==> config.mk <==
export PLATFORM = sky130hd
export DESIGN_NAME = spi_master
export DESIGN_NICKNAME = d
export VERILOG_FILES = /design/src/rtl/spi_master.sv
export SDC_FILE = /design/constraint.sdc
export NUM_CORES = 1
export LEC_CHECK = 0
export ABC_AREA = 1
export ABC_CLOCK_PERIOD_IN_PS = 7160
export CORE_ASPECT_RATIO = 1.75
export CORE_MARGIN = 10
export CORE_UTILIZATION = 24
export DETAILED_ROUTE_END_ITERATION = 12
export PLACE_DENSITY_LB_ADDON = 0.1
export SLEW_MARGIN = 20
export SYNTH_ARGS = -nofsm -noshare
export SYNTH_HDL_FRONTEND = slang
export SYNTH_SLANG_ARGS = --single-unit
==> constraint.sdc <==
create_clock -name clk -period 7.16 [get_ports clk]
set_input_delay 1.79 -clock clk [delete_from_list [all_inputs] [get_ports clk]]
set_output_delay 1.79 -clock clk [all_outputs]
set_load 0.01 [all_outputs]
==> src/rtl/spi_master.sv <==
// Full-duplex SPI master: all four CPOL/CPHA modes, MSB/LSB-first order,
// MISO capture and one-hot active-low chip selects.
module spi_master #(
  parameter  int MAX_WIDTH = 32,
  parameter  int NUM_CS    = 4,
  parameter  int DIV_WIDTH = 16,
  localparam int DW        = $clog2(MAX_WIDTH),
  localparam int CSW       = (NUM_CS > 1) ? $clog2(NUM_CS) : 1
) (
  input  logic                 clk,
  input  logic                 nrst,
  input  logic [DIV_WIDTH-1:0] bit_period,
  input  logic [DW-1:0]        data_width,
  input  logic                 cpol,
  input  logic                 cpha,
  input  logic                 lsb_first,
  input  logic [CSW-1:0]       cs_sel,
  input  logic                 start,
  input  logic [MAX_WIDTH-1:0] tx_data,
  input  logic                 miso,
  output logic                 sck,
  output logic                 mosi,
  output logic [NUM_CS-1:0]    cs_n,
  output logic [MAX_WIDTH-1:0] rx_data,
  output logic                 busy,
  output logic                 done
);

  typedef enum logic [1:0] {S_IDLE, S_LEAD, S_DATA, S_TRAIL} state_t;

  state_t               r_state, w_next;
  logic [DIV_WIDTH-1:0] r_bp, r_div;
  logic [DW:0]          r_half;
  logic [DW-1:0]        r_dw;
  logic                 r_cpha, r_lsb;
  logic [CSW-1:0]       r_cs;
  logic [MAX_WIDTH-1:0] r_tx, r_rx_sh, r_rx;
  logic                 r_sck, r_mosi, r_done;

  logic                 w_div_end, w_last_half, w_lead_edge, w_cs_active;
  logic [DW-1:0]        w_k;

  // Position in the word of the k-th bit on the wire.
  function automatic logic [DW-1:0] bit_pos(input logic lsb, input logic [DW-1:0] dw,
                                            input logic [DW-1:0] k);
    return lsb ? k : dw - k;
  endfunction

  assign w_div_end   = (r_div == r_bp);
  assign w_last_half = (r_half == {r_dw, 1'b1});
  assign w_lead_edge = ~r_half[0];
  assign w_k         = r_half[DW:1];
  assign w_cs_active = (r_state == S_LEAD) || (r_state == S_DATA);

  always_ff @(posedge clk) begin
    if (!nrst) r_state <= S_IDLE;
    else       r_state <= w_next;
  end

  always_comb begin
    w_next = r_state;
    case (r_state)
      S_IDLE:  if (start) w_next = S_LEAD;
      S_LEAD:  if (w_div_end) w_next = S_DATA;
      S_DATA:  if (w_div_end && w_last_half) w_next = S_TRAIL;
      S_TRAIL: if (w_div_end) w_next = S_IDLE;
      default: w_next = S_IDLE;
    endcase
  end

  always_ff @(posedge clk) begin
    if (!nrst) begin
      r_bp    <= '0;
      r_div   <= '0;
      r_half  <= '0;
      r_dw    <= '0;
      r_cpha  <= 1'b0;
      r_lsb   <= 1'b0;
      r_cs    <= '0;
      r_tx    <= '0;
      r_rx_sh <= '0;
      r_rx    <= '0;
      r_sck   <= 1'b0;
      r_mosi  <= 1'b0;
      r_done  <= 1'b0;
    end else begin
      r_done <= 1'b0;
      case (r_state)
        S_IDLE: begin
          r_sck  <= cpol;
          r_mosi <= 1'b0;
          r_div  <= '0;
          r_half <= '0;
          if (start) begin
            r_bp    <= bit_period;
            r_dw    <= data_width;
            r_cpha  <= cpha;
            r_lsb   <= lsb_first;
            r_cs    <= cs_sel;
            r_tx    <= tx_data;
            r_rx_sh <= '0;
            r_mosi  <= tx_data[bit_pos(lsb_first, data_width, '0)];
          end
        end
        S_LEAD: r_div <= w_div_end ? '0 : r_div + 1'b1;
        S_DATA: begin
          r_div <= w_div_end ? '0 : r_div + 1'b1;
          if (w_div_end) begin
            r_sck  <= ~r_sck;
            r_half <= r_half + 1'b1;
            // cpha selects which edge of each bit samples and which one shifts out
            if (w_lead_edge) begin
              if (!r_cpha) r_rx_sh[bit_pos(r_lsb, r_dw, w_k)] <= miso;
              else         r_mosi <= r_tx[bit_pos(r_lsb, r_dw, w_k)];
            end else begin
              if (r_cpha)             r_rx_sh[bit_pos(r_lsb, r_dw, w_k)] <= miso;
              else if (w_k != r_dw)   r_mosi <= r_tx[bit_pos(r_lsb, r_dw, w_k + 1'b1)];
            end
          end
        end
        S_TRAIL: begin
          r_div <= w_div_end ? '0 : r_div + 1'b1;
          if (w_div_end) begin
            r_done <= 1'b1;
            r_rx   <= r_rx_sh;
            r_mosi <= 1'b0;
          end
        end
        default: r_div <= '0;
      endcase
    end
  end

  // Out-of-range selects simply match no output.
  always_comb begin
    cs_n = '1;
    for (int i = 0; i < NUM_CS; i++)
      cs_n[i] = !(w_cs_active && (r_cs == CSW'(i)));
  end

  assign sck     = r_sck;
  assign mosi    = r_mosi;
  assign rx_data = r_rx;
  assign busy    = (r_state != S_IDLE);
  assign done    = r_done;

endmodule

# Word level (Yosys, flattened, before mapping)
# Index checks and enable logic that the tools add are counted.
# Widths: inputs -> output; s select.
# word_totals
register_bits	148
input_bits	62
output_inout_bits	40
# op_classes
add_sub_neg	5
n_lt_le_gt_ge	4
n_eq_ne	19
mux	38
bitwise	1
reduce_logical	24
# ops
op	count
$mux 32	5
$pmux 32 s2	1
$bwmux 32	1
$pmux 16 s2	1
$lt 5x6->1 const B	3
$add 16x1->16 const B	1
$eq 16x16->1	1
$mux 16	1
$bmux 1 s5	3
$mux 5	3
$mux 1	13
$ne 3x3->1 const B	4
$pmux 6 s2	1
$sub 5x5->5	2
$eq 2x2->1 const B	4
$mux 2	4
$ne 2x2->1 const B	4
$pmux 2 s4	1
$reduce_and 2->1	4
$add 6x1->6 const B	1
$eq 6x6->1	1
$logic_and 1x1->1	6
$mux 6	1
$reduce_and 6->1	1
other kinds (18)	24

# Depth between registers and ports, before layout
# Gate-level depths: netlist of the first run.
# depth
ltp_word	11
mapped_depth	17
ltp_nobuf	17

# Least setup slack after synthesis of the first run
# OpenSTA, ideal clock, no wires.
# synth_path
path_type	input -> register
startpoint	input port data_width[0]
endpoint	register r_mosi, in the netlist mosi
arrival_time_ps	2845
required_time_ps	7042
path_slack_ps	4197
cell_stages	11
n_path_buf	2
path_cell_list	buf_2 nand2_1 buf_2 nand2_1 nand3_1 nand3_1 nand3_1 nand3_1 nand2_1 a21oi_1 a21oi_1
# synth_between
elab_chain_len	5
# synth_lines
element	line	rtl
start, declared	13	input logic [DW-1:0] data_width,
$mux 5	46	return lsb ? k : dw - k;
$bmux 1 s5	102	r_mosi <= tx_data[bit_pos(lsb_first, data_width, '0)];
$mux 1 (implied by the code)	102	
$mux 1	94	if (start) begin
$pmux 1 s3	88	case (r_state)
end signal, assigned	102	
end signal, assigned	114	else r_mosi <= r_tx[bit_pos(r_lsb, r_dw, w_k)];
end signal, assigned	117	else if (w_k != r_dw) r_mosi <= r_tx[bit_pos(r_lsb, r_dw, w_k + 1'b1)];
end, declared	38	logic r_sck, r_mosi, r_done;
# Every way passes these cells. The select of a mux whose other input is x is not followed.
# A chain may end at the register's enable or synchronous reset.

# Final worst setup path of the first run
# layout_path
startpoint	register r_state[0]
endpoint	output port cs_n[2]
# layout_between
elab_chain_len	4
# layout_lines
element	line	rtl
start, declared	31	state_t r_state, w_next;
start signal, assigned	57	else r_state <= w_next;
$eq 2x1->1 or $eq 2x2->1 (tied branches)	53	assign w_cs_active = (r_state == S_LEAD) || (r_state == S_DATA);
$logic_or 1x1->1 (*)	53	
$logic_and 1x1->1 (*)	138	cs_n[i] = !(w_cs_active && (r_cs == CSW'(i)));
$logic_not 1->1 (*)	138	
end, declared	23	output logic [NUM_CS-1:0] cs_n,
# Mark *: on every way between the ends. The rest lies on a longest branch, timed or not.

==> reports/qor.csv, run 1 <==
stage;metric;value;unit
grt;grt_usage;13.2;%
worst_setup_path;rr_worst_depth;11;
synth;ys_types;36;
final_layout;drive_gt1_share;4.95;%
placement;hpwl;20.3;mm
die;core_area;32900;um2
routing;post_drt_wl_per_cell;15.7;um
routing;vias;8013;
timing;tns;0;ns
die;die_y;262;um
timing;fmax;264;MHz
timing;clock_skew;0.0128;ns
synth;syn_area_per_cell;6.39;um2
grt;grt_max_degree;93;
worst_setup_path;critPathKind;flip-flop to output port;
routing;drtIter0Drc;400;
worst_setup_path;endpoint_kind;output port;
timing;min_period;3.78;ns
worst_setup_path;worstPathRequired;5.37;ns
routing;drc;0;
synth;synth_cells;1253;
pwr;power_density;334;nW/um2
final_layout;n_antenna_cell;0;
grt;antenna_found_initial;0;
clock_tree;cts_setup_buffers;0;
die;std_cell_rows;88;
worst_hold_path;whs_path_depth;2;
worst_hold_path;hold_class;flip-flop to flip-flop;
clock_tree;cts_made_buffers;17;
synth;synth.cell_area;8010;um2
routing;first_pass_iters;4;
clock_tree;worstSkewPairLatency;0.45;ns
worst_setup_path;cp_max_fo;5;
placement;post_dp_cell_area;9290;um2
synth;synth_seq_cells;148;
final_layout;area_growth;23.2;%
synth;synth_edf_count;0;
timing;worstMarginPinSlew;1.03;ns
synth;syn_nets;1333;
routing;ant_nets;0;
grt;grt_pass1_wl;42.6;mm
pwr;max-vdd-ir-drop;179;uV
final_layout;final_nets;1399;
grt;first_global_vias;7769;
flow_run;maxCapViolCount;0;
clock_tree;htreeDepth;4;
final_layout;fillers;3662;
worst_setup_path;r2r-end;r_rx_sh[4];
clock_tree;clkTransAtPathRegs;0.06;ns
routing;wl;27.3;mm
timing;rsz0062_at_grt;false;
timing;setup_viol;0;
timing;hold_violations;0;
placement;port-buffer-count;101;
clock_tree;cts_tree;done;
die;io_pins;102;
final_layout;final_cell_mix;422 x nand2_1, 148 x dfxtp_1, 134 x nand3_1;
clock_tree;cts_hold_buf;0;
worst_setup_path;worstSetupStartpointType;flip-flop;
worst_setup_path;reg2reg_from;r_half[1];
clock_tree;cts_resized;0;
final_layout;final_area;9870;um2
worst_hold_path;min_from;r_rx_sh[25];
clock_tree;clock-sinks;148;
clock_tree;clockBufferDepth;2;
timing;finalMaxSlewViolations;0;
synth;synthFlopType;dfxtp_1;
routing;via_per_inst;4.61;
die;dieWidth;158;um
synth;synth-warning-count;0;
die;initial_core_util;24.3;%
pwr;p_leak;3.87;nW
outcome;status;finished, final reports clean;
synth;ys_async_sr_fraction;0;%
final_layout;layout_commonest_cell;nand2_1;
worst_hold_path;holdPathEnd;r_rx_sh[25];
worst_setup_path;crit_arrival;1.99;ns
grt;grt-ovfl-total;0;
timing;fin_crit_sh;52.8;%
timing;slew_headroom;31.0;%
placement;place.gp.congestion;0.850;
die;die_area;41400;um2
synth;ys_seq_area_share;37.0;%
worst_setup_path;r2r_slack;3.81;ns
clock_tree;cts-root-buf;clkbuf_16;
-- logic make-up (layout without fill, tap and decap cells) --
kind of cell | after synthesis | count (layout) | share of synthesized area [%]
xor gates and xnor gates | 18 | 18 | 1.97
and+or+nand+nor | 709 | 709 | 37.2
buffers and inverters | 161 | 240 | 8.22
DFF | 148 | 148 | 37.0
AOI/OAI and AO/OA | 199 | 199 | 12.6
adders and majority gates | 18 | 18 | 3.00
-- per-layer routing --
metal	global-route usage [%]	wire length (um)	vias up
li1	-	-	4161
met1	14.0	11000	3669
met2	24.5	14500	145
met3	2.90	985	38
met4	5.58	769	0
met5	0	0	-
-- cell usage after synthesis, drive strengths merged (10+ instances only) --
cell type,count,area [um2]
nand3,135,681
or2,10,62.6
buf,24,144
inv,98,368
xnor2,14,123
a21oi,123,616
ha,16,200
nor2,105,420
dfxtp,148,2960
nor3,14,70.1
o21ai,72,364
nand2,427,1610
clkbuf,37,139
-- layout make-up --
class                      count  area [um2]  area share (%)
multi-input combinational    944        4390            44.5
inverter                     100         375            3.80
clock inverter                11        92.6           0.938
sequential                   148        2960            30.0
timing repair buffer         108        1060            10.7
tap                          405         507            5.14
clock buffer                  21         480            4.87
-- how the worst max path moves through the flow --
stage	start	endpoint	slack [ns]	depth (start not counted)
floorplan	data_width[0]	mosi	4.20	11
global placement	start	r_dw[1]	3.03	6
detailed placement	start	r_dw[2]	2.97	6
CTS	r_state[0]	cs_n[2]	3.35	4
global route	start	r_dw[1]	3.26	6
finish	r_state[0]	cs_n[2]	3.38	4
-- state kept, by name, summed over array words and instances, names as in the netlist --
| name | cells |
|---|---|
| rx_data | 32 |
| r_dw | 5 |
| r_div | 16 |
| r_cpha | 1 |
| r_lsb | 1 |
| done | 1 |
| r_state | 2 |
| mosi | 1 |
| r_tx | 32 |
| r_cs | 2 |
| r_bp | 16 |
| r_rx_sh | 32 |
| r_half | 6 |
| sck | 1 |
-- report_power, final --
part           internal, mW  switching, mW
Sequential            0.923         0.0655
Clock                 0.487          0.393
Combinational         0.444          0.986
-- per-stage QoR --
| stage | hold WS (ns) | utilization, % | power, mW | setup slack, ns | cells |
|---|---|---|---|---|---|
| 2_1_floorplan | 0.439 | - | 2.06 | 4.20 | 1253 |
| 3_3_place_gp | 0.448 | 28.2 | 2.46 | 3.03 | 1705 |
| 3_5_place_dp | 0.452 | 28.2 | 2.47 | 2.97 | 1705 |
| 4_1_cts | 0.462 | 30.0 | 3.36 | 3.35 | 1737 |
| 5_1_grt | 0.467 | 30.0 | 3.60 | 3.26 | 1737 |
| 6_report | 0.458 | 30.0 | 3.30 | 3.38 | 1737 |
-- critical path, stage by stage (launching register included) --
cell and delay (ns):
dfxtp_1 0.36, inv_1 0.10, ha_1 0.41, nand3_1 0.14, clkdlybuf4s50_1 0.55
Note: power is estimated with default switching activity, not from simulation.
==> inputs of run 2 (changes only) <==
- ABC_CLOCK_PERIOD_IN_PS: 7160 -> 3820
- clock period: 7.16 -> 3.82 ns (I/O delays scaled with it)
==> run 2 against run 1 <==
Wire length fell by 0.58%. Power increased by 93%. Sequential share of layout area is 0.42 points lower. Utilization up 0.43 points. First-iteration DRC count fell by 19%. Clock-buffer cell count is 2 lower. Worst hold slack barely moved. Critical path depth unchanged. Largest cell class unchanged. Largest power group unchanged.
==> reports/qor.csv, run 2 (synthesis results as in run 1) <==
stage;metric;value;unit;change
final_layout;final_cell_mix;423 x nand2_1, 148 x dfxtp_1, 134 x nand3_1;;
clock_tree;clockBufferDepth;2;;unchanged
die;core_area;32900;um2;unchanged
placement;hpwl;20.4;mm;+0.64%
grt;grt-ovfl-total;0;;unchanged
final_layout;layout_commonest_cell;nand2_1;;
pwr;p_leak;3.94;nW;+1.9%
routing;first_pass_iters;4;;unchanged
worst_setup_path;slowest_delay;0.55;ns;about the same
worst_setup_path;cp_cell_sequence;inv_1, ha_1, nand3_1, clkdlybuf4s50_1;;
worst_setup_path;worstSetupStartpointType;flip-flop;;
timing;hold_violations;0;;unchanged
routing;wl;27.1;mm;-0.58%
routing;drtIter0Drc;326;;-19%
final_layout;area_growth;25.0;%;
grt;grt_pass1_wl;43.1;mm;+1.3%
clock_tree;clock-sinks;148;;unchanged
worst_setup_path;crit_arrival;2.01;ns;+0.02 ns
timing;setup_viol;0;;unchanged
clock_tree;cts_tree;done;;
grt;grt_usage;13.4;%;+0.11 points
timing;worstMarginPinSlew;0.817;ns;-0.216 ns
worst_setup_path;cp_max_fo;5;;unchanged
outcome;status;finished, final reports clean;;
clock_tree;cts_hold_buf;0;;unchanged
die;std_cell_rows;88;;unchanged
final_layout;fin_util;30.4;%;+0.43 points
routing;vias;7999;;-0.17%
die;io_pins;102;;unchanged
worst_setup_path;critPathKind;flip-flop to output port;;
timing;min_period;2.97;ns;
worst_hold_path;hold_class;flip-flop to flip-flop;;
timing;fin_crit_sh;77.7;%;
worst_setup_path;endpoint_kind;output port;;
clock_tree;cts-root-buf;clkbuf_16;;
timing;tns;0;ns;unchanged
placement;port-buffer-count;101;;unchanged
routing;drc;0;;unchanged
worst_setup_path;crit_family;buffers and inverters;;
clock_tree;worstSkewPairLatency;0.45;ns;about the same
clock_tree;clkTransAtPathRegs;0.06;ns;about the same
worst_setup_path;worstPathRequired;2.86;ns;-2.51 ns
timing;fmax;337;MHz;
worst_setup_path;path_buf_inv;2;;unchanged
worst_setup_path;rr_worst_depth;12;;+1
grt;antenna_found_initial;0;;unchanged
die;initial_core_util;24.3;%;unchanged
pwr;max-vdd-ir-drop;329;uV;+84%
pwr;power_density;637;nW/um2;+91%
routing;post_drt_wl_per_cell;15.5;um;-1.3%
clock_tree;cts_resized;0;;unchanged
timing;clock_skew;0.00708;ns;-0.00569 ns
placement;place.gp.congestion;0.830;;-2.4%
final_layout;final_nets;1411;;+0.86%
final_layout;n_antenna_cell;0;;unchanged
die;die_y;262;um;unchanged
worst_hold_path;whs_path_depth;2;;unchanged
clock_tree;cts_made_buffers;17;;unchanged
die;die_area;41400;um2;unchanged
routing;via_per_inst;4.57;;-0.86%
timing;holdWs;0.458;ns;-0.000423 ns
timing;rsz0062_at_grt;false;;
flow_run;maxCapViolCount;0;;unchanged
timing;finalMaxSlewViolations;0;;unchanged
grt;first_global_vias;7873;;+1.3%
timing;slew_headroom;45.5;%;+15 points
final_layout;drive_gt1_share;5.58;%;+0.63 points
die;dieWidth;158;um;unchanged
worst_setup_path;cp.depth;4;;unchanged
clock_tree;htreeDepth;4;;unchanged
worst_setup_path;cp_slowest_cell;clkdlybuf4s50_1;;
clock_tree;cts_setup_buffers;0;;unchanged
grt;grt_max_degree;92;;-1.1%
routing;ant_nets;0;;unchanged
-- run 2: final cells by class --
type / count / area (um2)
Clock inverter: 13 / 171
Clock buffer: 19 / 443
Fill cell: 3671 / 22900
Inverter: 100 / 375
Tap cell: 405 / 507
Sequential cell: 148 / 2960
Timing Repair Buffer: 120 / 1160
Multi-Input combinational cell: 944 / 4390
-- run 2: power by group --
part | switching, mW | leakage, nW | internal [mW] | total [mW]
sequential | 0.111 | 1.21 | 1.73 | 1.84
clock | 0.740 | 0.295 | 1.05 | 1.79
combinational | 1.86 | 2.44 | 0.883 | 2.75
-- run 2: per-layer routing --
layer	vias up	share of wire (%)	routed length [um]	track usage, %
met1	3643	40	11000	14.2
li1	4188	-	-	-
met5	-	0	0	0
met4	0	2.5	671	5.45
met3	35	3.2	865	2.55
met2	133	54	14600	25.0
-- run 2: worst reg2reg max path, stage by stage (launching register included) --
cell,delay (ns)
dfxtp_1,0.50
inv_1,0.11
ha_1,0.39
inv_1,0.06
nand2_1,0.08
nand2_1,0.46
nor2_2,0.32
inv_1,0.09
nor3_1,0.36
or2_1,0.16
nand2_1,0.05
nand2_1,0.09
a21oi_1,0.05
-- run 2: final timing paths --
kind | slack [ns] | from | end
min reg2reg | 0.46 | rx_data[13] | rx_data[13]
min | 0.46 | rx_data[13] | rx_data[13]
max | 0.85 | r_state[0] | cs_n[1]
max reg2reg | 0.96 | r_half[1] | r_rx_sh[23]
-- run 2: through the flow --
step                setup slack, ns  power, mW  std cells  area [um2]
detailed placement            0.526       4.70       1717        9390
finish                        0.853       6.38       1749       10000
CTS                           0.821       6.53       1749       10000
global placement              0.572       4.69       1717        9390
floorplan                      1.56       3.87       1253        8010
global route                  0.585       6.95       1749       10000
==> inputs of run 3 (changes only) <==
- ABC_CLOCK_PERIOD_IN_PS: 3820 -> 2700
- clock period: 3.82 -> 2.7 ns (I/O delays scaled with it)
==> run 3 against run 2 <==
Sequential share of layout area is 0.44 points lower. Via count is 1.1% higher. Cell count is 1.1% higher. Critical path depth stayed put. Critical path type unchanged. Critical endpoint is now cs_n[3]. Largest power group unchanged.
==> reports/qor.csv, run 3 (synthesis results as in run 1) <==
stage;metric;value;unit;change
pwr;p_sw_share;43.4;%;+0.86 points
grt;grt_pass1_wl;43.2;mm;+0.27%
routing;post_drt_wl_per_cell;15.7;um;+1.6%
clock_tree;clkTransAtPathRegs;0.06;ns;about the same
outcome;status;finished, final reports clean;;
routing;via_per_inst;4.57;;about the same
timing;hold_violations;0;;unchanged
worst_setup_path;slowest_delay;0.54;ns;about the same
grt;first_global_vias;7929;;+0.71%
worst_setup_path;cp_max_fo;5;;unchanged
final_layout;fin_util;30.9;%;+0.46 points
worst_hold_path;whs_path_depth;2;;unchanged
die;dieWidth;158;um;unchanged
pwr;seqPwrFrac;28.2;%;-0.6 points
pwr;switchingPower;4.01;mW;+48%
timing;setup_viol;0;;unchanged
grt;grt_usage;13.4;%;+0.058 points
timing;finalMaxSlewViolations;0;;unchanged
timing;min_period;2.55;ns;
pwr;p_leak;4.02;nW;+2.0%
worst_setup_path;reg2reg_from;r_half[2];;
final_layout;final_nets;1431;;+1.4%
final_layout;drive_gt1_share;6.90;%;+1.3 points
timing;clock_skew;0.00748;ns;+0.000405 ns
clock_tree;htreeDepth;4;;unchanged
timing;fmax;392;MHz;
final_layout;fillers;3723;;+1.4%
clock_tree;clockBufferDepth;2;;unchanged
worst_setup_path;r2r_slack;0.18;ns;-0.78 ns
worst_setup_path;critPathLaunch;r_state[0];;
placement;hpwl;20.6;mm;+1.1%
die;io_pins;102;;unchanged
worst_setup_path;worstPathRequired;2.03;ns;-0.83 ns
die;core_area;32900;um2;unchanged
routing;drtIter0Drc;330;;+1.2%
die;die_y;262;um;unchanged
routing;ant_nets;0;;unchanged
worst_setup_path;r2r-end;mosi;;
final_layout;n_antenna_cell;0;;unchanged
die;std_cell_rows;88;;unchanged
routing;first_pass_iters;5;;+1
pwr;p_clk_share;26.0;%;-2.1 points
worst_setup_path;critPathKind;flip-flop to output port;;
die;initial_core_util;24.3;%;unchanged
routing;drc;0;;unchanged
clock_tree;cts-root-buf;clkbuf_16;;
routing;vias;8086;;+1.1%
worst_hold_path;min_from;rx_data[22];;
worst_hold_path;holdPathEnd;rx_data[22];;
clock_tree;cts_tree;done;;
worst_setup_path;crit_arrival;1.88;ns;-0.13 ns
pwr;pwr-share-comb;45.8;%;+2.7 points
grt;grt-ovfl-total;0;;unchanged
timing;rsz0062_at_grt;true;;
worst_setup_path;worstSetupStartpointType;flip-flop;;
pwr;max-vdd-ir-drop;490;uV;+49%
clock_tree;cts_made_buffers;17;;unchanged
final_layout;final_cells;1768;;+1.1%
placement;placed_cells;1735;;+1.0%
final_layout;area_growth;26.9;%;
clock_tree;clock-sinks;148;;unchanged
flow_run;maxCapViolCount;0;;unchanged
routing;wl;27.8;mm;+2.7%
worst_hold_path;hold_class;flip-flop to flip-flop;;
final_layout;multiInputGateArea;4420;um2;+0.74%
grt;antenna_found_initial;0;;unchanged
grt;grt_max_degree;70;;-24%
clock_tree;cts_setup_buffers;0;;unchanged
worst_setup_path;cp_slowest_cell;clkdlybuf4s50_1;;
final_layout;layout_commonest_cell;nand2_1;;
worst_setup_path;rr_worst_depth;16;;+4
worst_setup_path;endpoint_kind;output port;;
worst_setup_path;cp_cell_sequence;inv_1, ha_2, nand3_1, clkdlybuf4s50_1;;
final_layout;final_cell_mix;423 x nand2_1, 148 x dfxtp_1, 134 x nand3_1;;
pwr;internal_power;5.22;mW;+43%
timing;worstMarginPinSlew;0.994;ns;+0.177 ns
clock_tree;worstSkewPairLatency;0.44;ns;about the same
pwr;power_density;908;nW/um2;+43%
placement;port-buffer-count;101;;unchanged
placement;place.gp.congestion;0.906;;+9.1%
die;die_area;41400;um2;unchanged
final_layout;seqCellArea;2960;um2;unchanged
timing;slew_headroom;33.5;%;-12 points
timing;fin_crit_sh;94.5;%;
-- run 3: worst max path at each step --
stage	endpoint	cells past startpoint	slack, ns
6_report	cs_n[3]	4	0.15
5_1_grt	mosi	15	-0.03
4_1_cts	cs_n[3]	4	0.02
3_5_place_dp	mosi	11	0.17
3_3_place_gp	mosi	12	0.17
2_1_floorplan	mosi	15	0.44
-- run 3: metrics by stage --
stage	hold slack [ns]	setup WS [ns]	power, mW	cell area, um2	TNS (ns)
after detailed placement	0.453	0.168	6.78	9550	0
final	0.458	0.150	9.23	10200	0
after CTS	0.463	0.0184	9.22	10100	0
after global placement	0.448	0.167	6.78	9550	0
after global routing	0.469	-0.0293	10.0	10200	-0.0293
after floorplan	0.439	0.438	5.48	8010	0
-- run 3: area by class of cell --
type	count	share of cell area, %
Timing Repair Buffer	138	13.0
Clock buffer	20	4.40
Tap cell	405	4.99
Clock inverter	11	1.26
Sequential cell	148	29.2
Multi-Input combinational cell	946	43.5
Inverter	100	3.69
-- run 3: repair_timing --
item	CTS	global route
hold buffers	0	0
endpoints found under the setup margin	0	19
gates resized for setup	0	3
-- run 3: metal layers --
layer	global-route usage (%)	routed length, um
met2	24.5	14900
met5	0	0
met1	14.5	11200
met3	2.64	949
met4	6.04	830
-- run 3: worst max-delay path, delay by kind of cell (launching register included) --
kind	cells	cell delay (ns)
buffers and inverters	2	0.64
DFF	1	0.36
adders and majority gates	1	0.34
and+or+nand+nor	1	0.09
-- run 3: power by group through the flow --
stage | logic, mW | registers, mW | clock network, mW
detailed placement | 4.12 | 2.66 | 0
finish | 4.23 | 2.61 | 2.40
global placement | 4.12 | 2.66 | 0
CTS | 4.14 | 2.61 | 2.47
global route | 4.81 | 2.64 | 2.56
floorplan | 2.86 | 2.62 | 0
==> RTL change 1, RTL diff (settings of run 2) <==
Set the parameter `DIV_WIDTH` to 18 (it was 16).
--- a/src/rtl/spi_master.sv
+++ b/src/rtl/spi_master.sv
@@ -3,7 +3,7 @@
 module spi_master #(
   parameter  int MAX_WIDTH = 32,
   parameter  int NUM_CS    = 4,
-  parameter  int DIV_WIDTH = 16,
+  parameter  int DIV_WIDTH = 18,
   localparam int DW        = $clog2(MAX_WIDTH),
   localparam int CSW       = (NUM_CS > 1) ? $clog2(NUM_CS) : 1
 ) (
Interface: changed (resized bit_period); port bits go from 102 to 104. The function was not compared with the original's and may differ.
==> RTL change 1 against run 2 <==
- clock skew rose by 0.0031 ns
- die area rose by 1.7%
- wire length up 1.1%
- final area is 2.6% higher
- total power shrank 1.8%
- setup slack got worse by 0.016 ns
- synthesized area grew 1.9%
- sequential cell count increased by 4
==> RTL change 1: results (changes against run 2) <==
| Metric | Value |
|---|---|
| Status | `finished clean` |
| Gr usage total | `13.1% (-0.26 points)` |
| Hold path endpoint | `r_rx_sh[22]` |
| Area after DPL | `9670 µm² (+2.9%)` |
| Peak VDD IR | `307 µV (-6.5%)` |
| Reg2Reg Depth | `16 (+4)` |
| Slew margin rel. | `35.2% (-10 points)` |
| Critical R2R Capture | `mosi` |
| P_comb | `0.00261 W (-5%)` |
| Critical hold path startpoint | `r_rx_sh[22]` |
| Sequential group power | `0.00190 W (+3%)` |
| FF-to-FF setup slack | `0.85 ns (-0.11 ns)` |
| Lkg Pwr | `4.58 nW (+16%)` |
| WL/cell | `15.0 µm (-3.3%)` |
| Largest net degree at the start of global routing | `98 (+6.5%)` |
| Hold Slack | `0.462 ns (+0.00460 ns)` |
| RePlAce Congestion | `0.853 (+2.8%)` |
| Placement Setup Slack | `0.715 ns (+0.189 ns)` |
| Vias in the first global route | `8040 (+2.1%)` |
| Sequential area share after synthesis | `37.3% (+0.28 points)` |
| Vias/cell | `4.39 (-4.0%)` |
| Skew final | `0.0102 ns (+0.00308 ns)` |
| Syn_nets | `1358 (+1.9%)` |
| Psw | `0.00263 W (-3.3%)` |
| Router iterations before antenna repair | `5 (+1)` |
| Most frequent cells after synthesis | `nand2_1 (366), nor2_1 (159), dfxtp_1 (152), inv_1 (139), o21ai_0 (111)` |
| First-pass GRT wire length | `44300 µm (+2.7%)` |
| Top cells by area, synth | `dfxtp_1 (37%), nand2_1 (17%), nor2_1 (7.3%)` |
| CP Data Arrival Time | `2.03 ns (+0.02 ns)` |
| DRT iter0 DRCs | `308 (-5.5%)` |
| Top-area cell type share of the netlist area | `37.3% (+0.28 points)` |
[RTL change 1: cell count changes after synthesis, sizes merged, moves of 5 or more]
cell   delta
a21oi    -23
buf       -7
nand2    -58
o21ai    +47
nor3b     -5
nand4     +6
nor2     +58
xor2      +7
nand3    -33
inv      +43
xnor2    -12
[RTL change 1: tightest hold or removal path: stages, from the launching register on]
cell and delay, ns:
dfxtp_1 0.31, nand2_1 0.06, a21oi_1 0.05
[RTL change 1: worst max path at each step]
stage	to	cells after the start	slack, ns
5_1_grt	mosi	16	0.46
6_report	cs_n[3]	4	0.84
2_1_floorplan	mosi	15	1.50
3_5_place_dp	mosi	12	0.71
3_3_place_gp	mosi	12	0.72
4_1_cts	cs_n[1]	4	0.80
[RTL change 1: per-layer routing]
layer	global-route usage (%)	share of wire, %	up-vias
met5	0	0	-
met3	3.52	4.4	34
met4	4.67	2.3	0
met1	14.1	41	3623
met2	24.0	52	153
li1	-	-	4228
[RTL change 1: per-stage QoR]
stage	util, %	total power [W]	instances
floorplan	-	0.00373	1276
global placement	28.7	0.00458	1798
detailed placement	28.7	0.00459	1798
CTS	30.5	0.00638	1830
global route	30.5	0.00679	1830
finish	30.5	0.00626	1830
[RTL change 1: final cells by class]
type / count / area, µm²
fill: 3850 / 23400
sequential: 152 / 3040
clock buffer: 20 / 457
inverter: 141 / 529
timing repair buffer: 123 / 1190
multi-input combinational: 927 / 4340
clock inverter: 12 / 141
tap: 455 / 569
[RTL change 1: cells by family (layout without fill, tap and decap cells)]
logic type | after synthesis | count (layout) | synth area share (%)
DFF | 152 | 152 | 37.3
AOI/OAI and AO/OA | 226 | 226 | 14.6
and+or+nand+nor | 670 | 670 | 34.2
adders and majority gates | 18 | 18 | 2.94
xor gates and xnor gates | 13 | 13 | 1.40
buffers and inverters | 197 | 296 | 9.58
==> RTL change 2, RTL diff (flow settings as in run 2) <==
Without the edit above. The 4 states of `state_t` get a one-hot encoding in 4 bits.
--- a/src/rtl/spi_master.sv
+++ b/src/rtl/spi_master.sv
@@ -26,7 +26,7 @@
   output logic                 done
 );
 
-  typedef enum logic [1:0] {S_IDLE, S_LEAD, S_DATA, S_TRAIL} state_t;
+  typedef enum logic [3:0] {S_IDLE = 4'b0001, S_LEAD = 4'b0010, S_DATA = 4'b0100, S_TRAIL = 4'b1000} state_t;
 
   state_t               r_state, w_next;
   logic [DIV_WIDTH-1:0] r_bp, r_div;
Check against the original RTL: no difference found for any inputs over 4 cycles, from zero or initial values and one cycle with nrst low; so few cycles prove little.
==> RTL change 2 against run 2 <==
- count of clock-buffer cells in the layout unchanged
- clock skew rose by 0.00071 ns
- non-clock buffer count increased by 6
- final area shrank 1.3%
- synthesized area down 2.3%
- total power is 1.2% lower
- die area down 2.0%
- setup slack got worse by 0.21 ns
- wire length is 2.6% higher
- sequential power rose by 3%
- sequential cell count grew 2
- critical path type unchanged
- largest power group unchanged
==> RTL change 2: results (changes against run 2) <==
| Metric | Value |
|---|---|
| Via count | `7748 (-3.1%)` |
| First-pass GRT wire length | `44100 µm (+2.2%)` |
| Critical R2R Capture | `mosi` |
| Nets@finish | `1348 (-4.5%)` |
| Most frequent cells after synthesis | `nand2_1 (374), nand3_1 (152), dfxtp_1 (150), a21oi_1 (127), inv_1 (86)` |
| Largest net degree at the start of global routing | `41 (-55%)` |
| Hold path endpoint | `rx_data[22]` |
| Yosys cell types | `38 (+5.6%)` |
| Top cells by area, synth | `dfxtp_1 (38%), nand2_1 (18%), nand3_1 (9.7%)` |
| CP Data Arrival Time | `2.22 ns (+0.21 ns)` |
| Grt ovf | `0 (unchanged)` |
| Post-DP HPWL | `21300 µm (+4.2%)` |
| Vias in the first global route | `7767 (-1.3%)` |
| DRT iter0 DRCs | `297 (-8.9%)` |
| Fillers | `3567 (-2.8%)` |
| Root buffer cell | `clkbuf_16` |
| Psw | `0.00264 W (-2.7%)` |
| Crit Path Max Fanout | `5 (unchanged)` |
| Peak VDD IR | `387 µV (+18%)` |
| Status | `finished clean` |
| Asr flop ratio synth | `0% (unchanged)` |
| WL/cell | `16.5 µm (+6.4%)` |
| Router iterations before antenna repair | `5 (+1)` |
| Critical hold path startpoint | `rx_data[22]` |
| Share of cells above drive strength 1 | `6.38% (+0.80 points)` |
| Clock buffer depth | `2 (unchanged)` |
| RR Startpoint | `r_half[1]` |
| Slew margin rel. | `43.9% (-1.6 points)` |
| Sequential area share after synthesis | `38.4% (+1.4 points)` |
| Reg2Reg Depth | `15 (+3)` |
| FF-to-FF setup slack | `1.02 ns (+0.06 ns)` |
| Skew final | `0.00778 ns (+0.000706 ns)` |
| Gr usage total | `13.9% (+0.51 points)` |
| Lkg Pwr | `3.78 nW (-4.0%)` |
| RePlAce Congestion | `0.873 (+5.1%)` |
RTL change 2: cell types whose count changed in the layout (fill, tap and decap cells not counted), moves of 5 or more:
cell,before,now
nand2_1,423,372
buf_4,18,25
inv_1,93,86
nor3_1,14,7
nand3_1,134,152
ha_1,16,11
o21ai_0,68,82
a21oi_2,0,12
nor2_1,100,66
RTL change 2: cell families (layout without fill, tap and decap cells):
logic type | after synthesis | count (layout) | synth area share [%]
buf+inv | 150 | 248 | 7.82
fa+ha+maj | 13 | 13 | 2.27
xor+xnor | 22 | 22 | 2.46
simple gates | 625 | 625 | 33.7
compound gates | 228 | 228 | 15.4
flops | 150 | 150 | 38.4
RTL change 2: area by class of cell:
| class | count | share of cell area, % |
|---|---|---|
| Sequential cell | 150 | 30.4 |
| Timing Repair Buffer | 126 | 12.1 |
| Clock buffer | 19 | 4.49 |
| Inverter | 90 | 3.42 |
| Tap cell | 400 | 5.07 |
| Clock inverter | 13 | 1.75 |
| Multi-Input combinational cell | 888 | 42.7 |
RTL change 2: worst max-delay path by stage:
stage,cells past startpoint,to,startpoint,slack [ns]
after detailed placement,11,mosi,data_width[0],0.31
after global routing,7,cs_n[1],r_state[2],0.51
after global placement,11,mosi,data_width[0],0.30
after floorplan,15,mosi,r_half[1],1.52
after CTS,7,cs_n[2],r_state[2],0.57
final,7,cs_n[2],r_state[2],0.64
RTL change 2: stage by stage:
stage | area, µm² | hold WS, ns | setup WS (ns) | instances | util [%]
CTS | 9870 | 0.463 | 0.567 | 1686 | 30.6
finish | 9870 | 0.460 | 0.642 | 1686 | 30.6
detailed placement | 9260 | 0.453 | 0.310 | 1654 | 28.7
global placement | 9260 | 0.448 | 0.299 | 1654 | 28.7
floorplan | 7830 | 0.440 | 1.52 | 1188 | -
global route | 9870 | 0.479 | 0.507 | 1686 | 30.6
RTL change 2: routing by layer:
metal / part of all wire, % / wire length, µm / vias to the layer above / track usage, %
met3: 4.1 / 1150 / 28 / 3.38
met5: 0 / 0 / - / 0
met1: 40 / 11200 / 3516 / 14.8
met2: 53 / 14900 / 141 / 25.6
li1: - / - / 4063 / -
met4: 2.0 / 557 / 0 / 5.05
RTL change 2: power groups by stage:
stage / Combinational (W) / Clock [W] / Sequential, W
finish: 0.00263 / 0.00179 / 0.00189
global route: 0.00301 / 0.00189 / 0.00191
CTS: 0.00269 / 0.00185 / 0.00189
detailed placement: 0.00267 / 0 / 0.00193
global placement: 0.00267 / 0 / 0.00192
floorplan: 0.00180 / 0 / 0.00189
RTL change 2: worst max-delay path: stages (launching register included):
cell,delay (ns)
dfxtp_1,0.42
nor2_1,0.09
nand3_1,0.10
inv_1,0.06
nor2_1,0.29
inv_1,0.15
nand3_1,0.10
clkdlybuf4s50_1,0.57
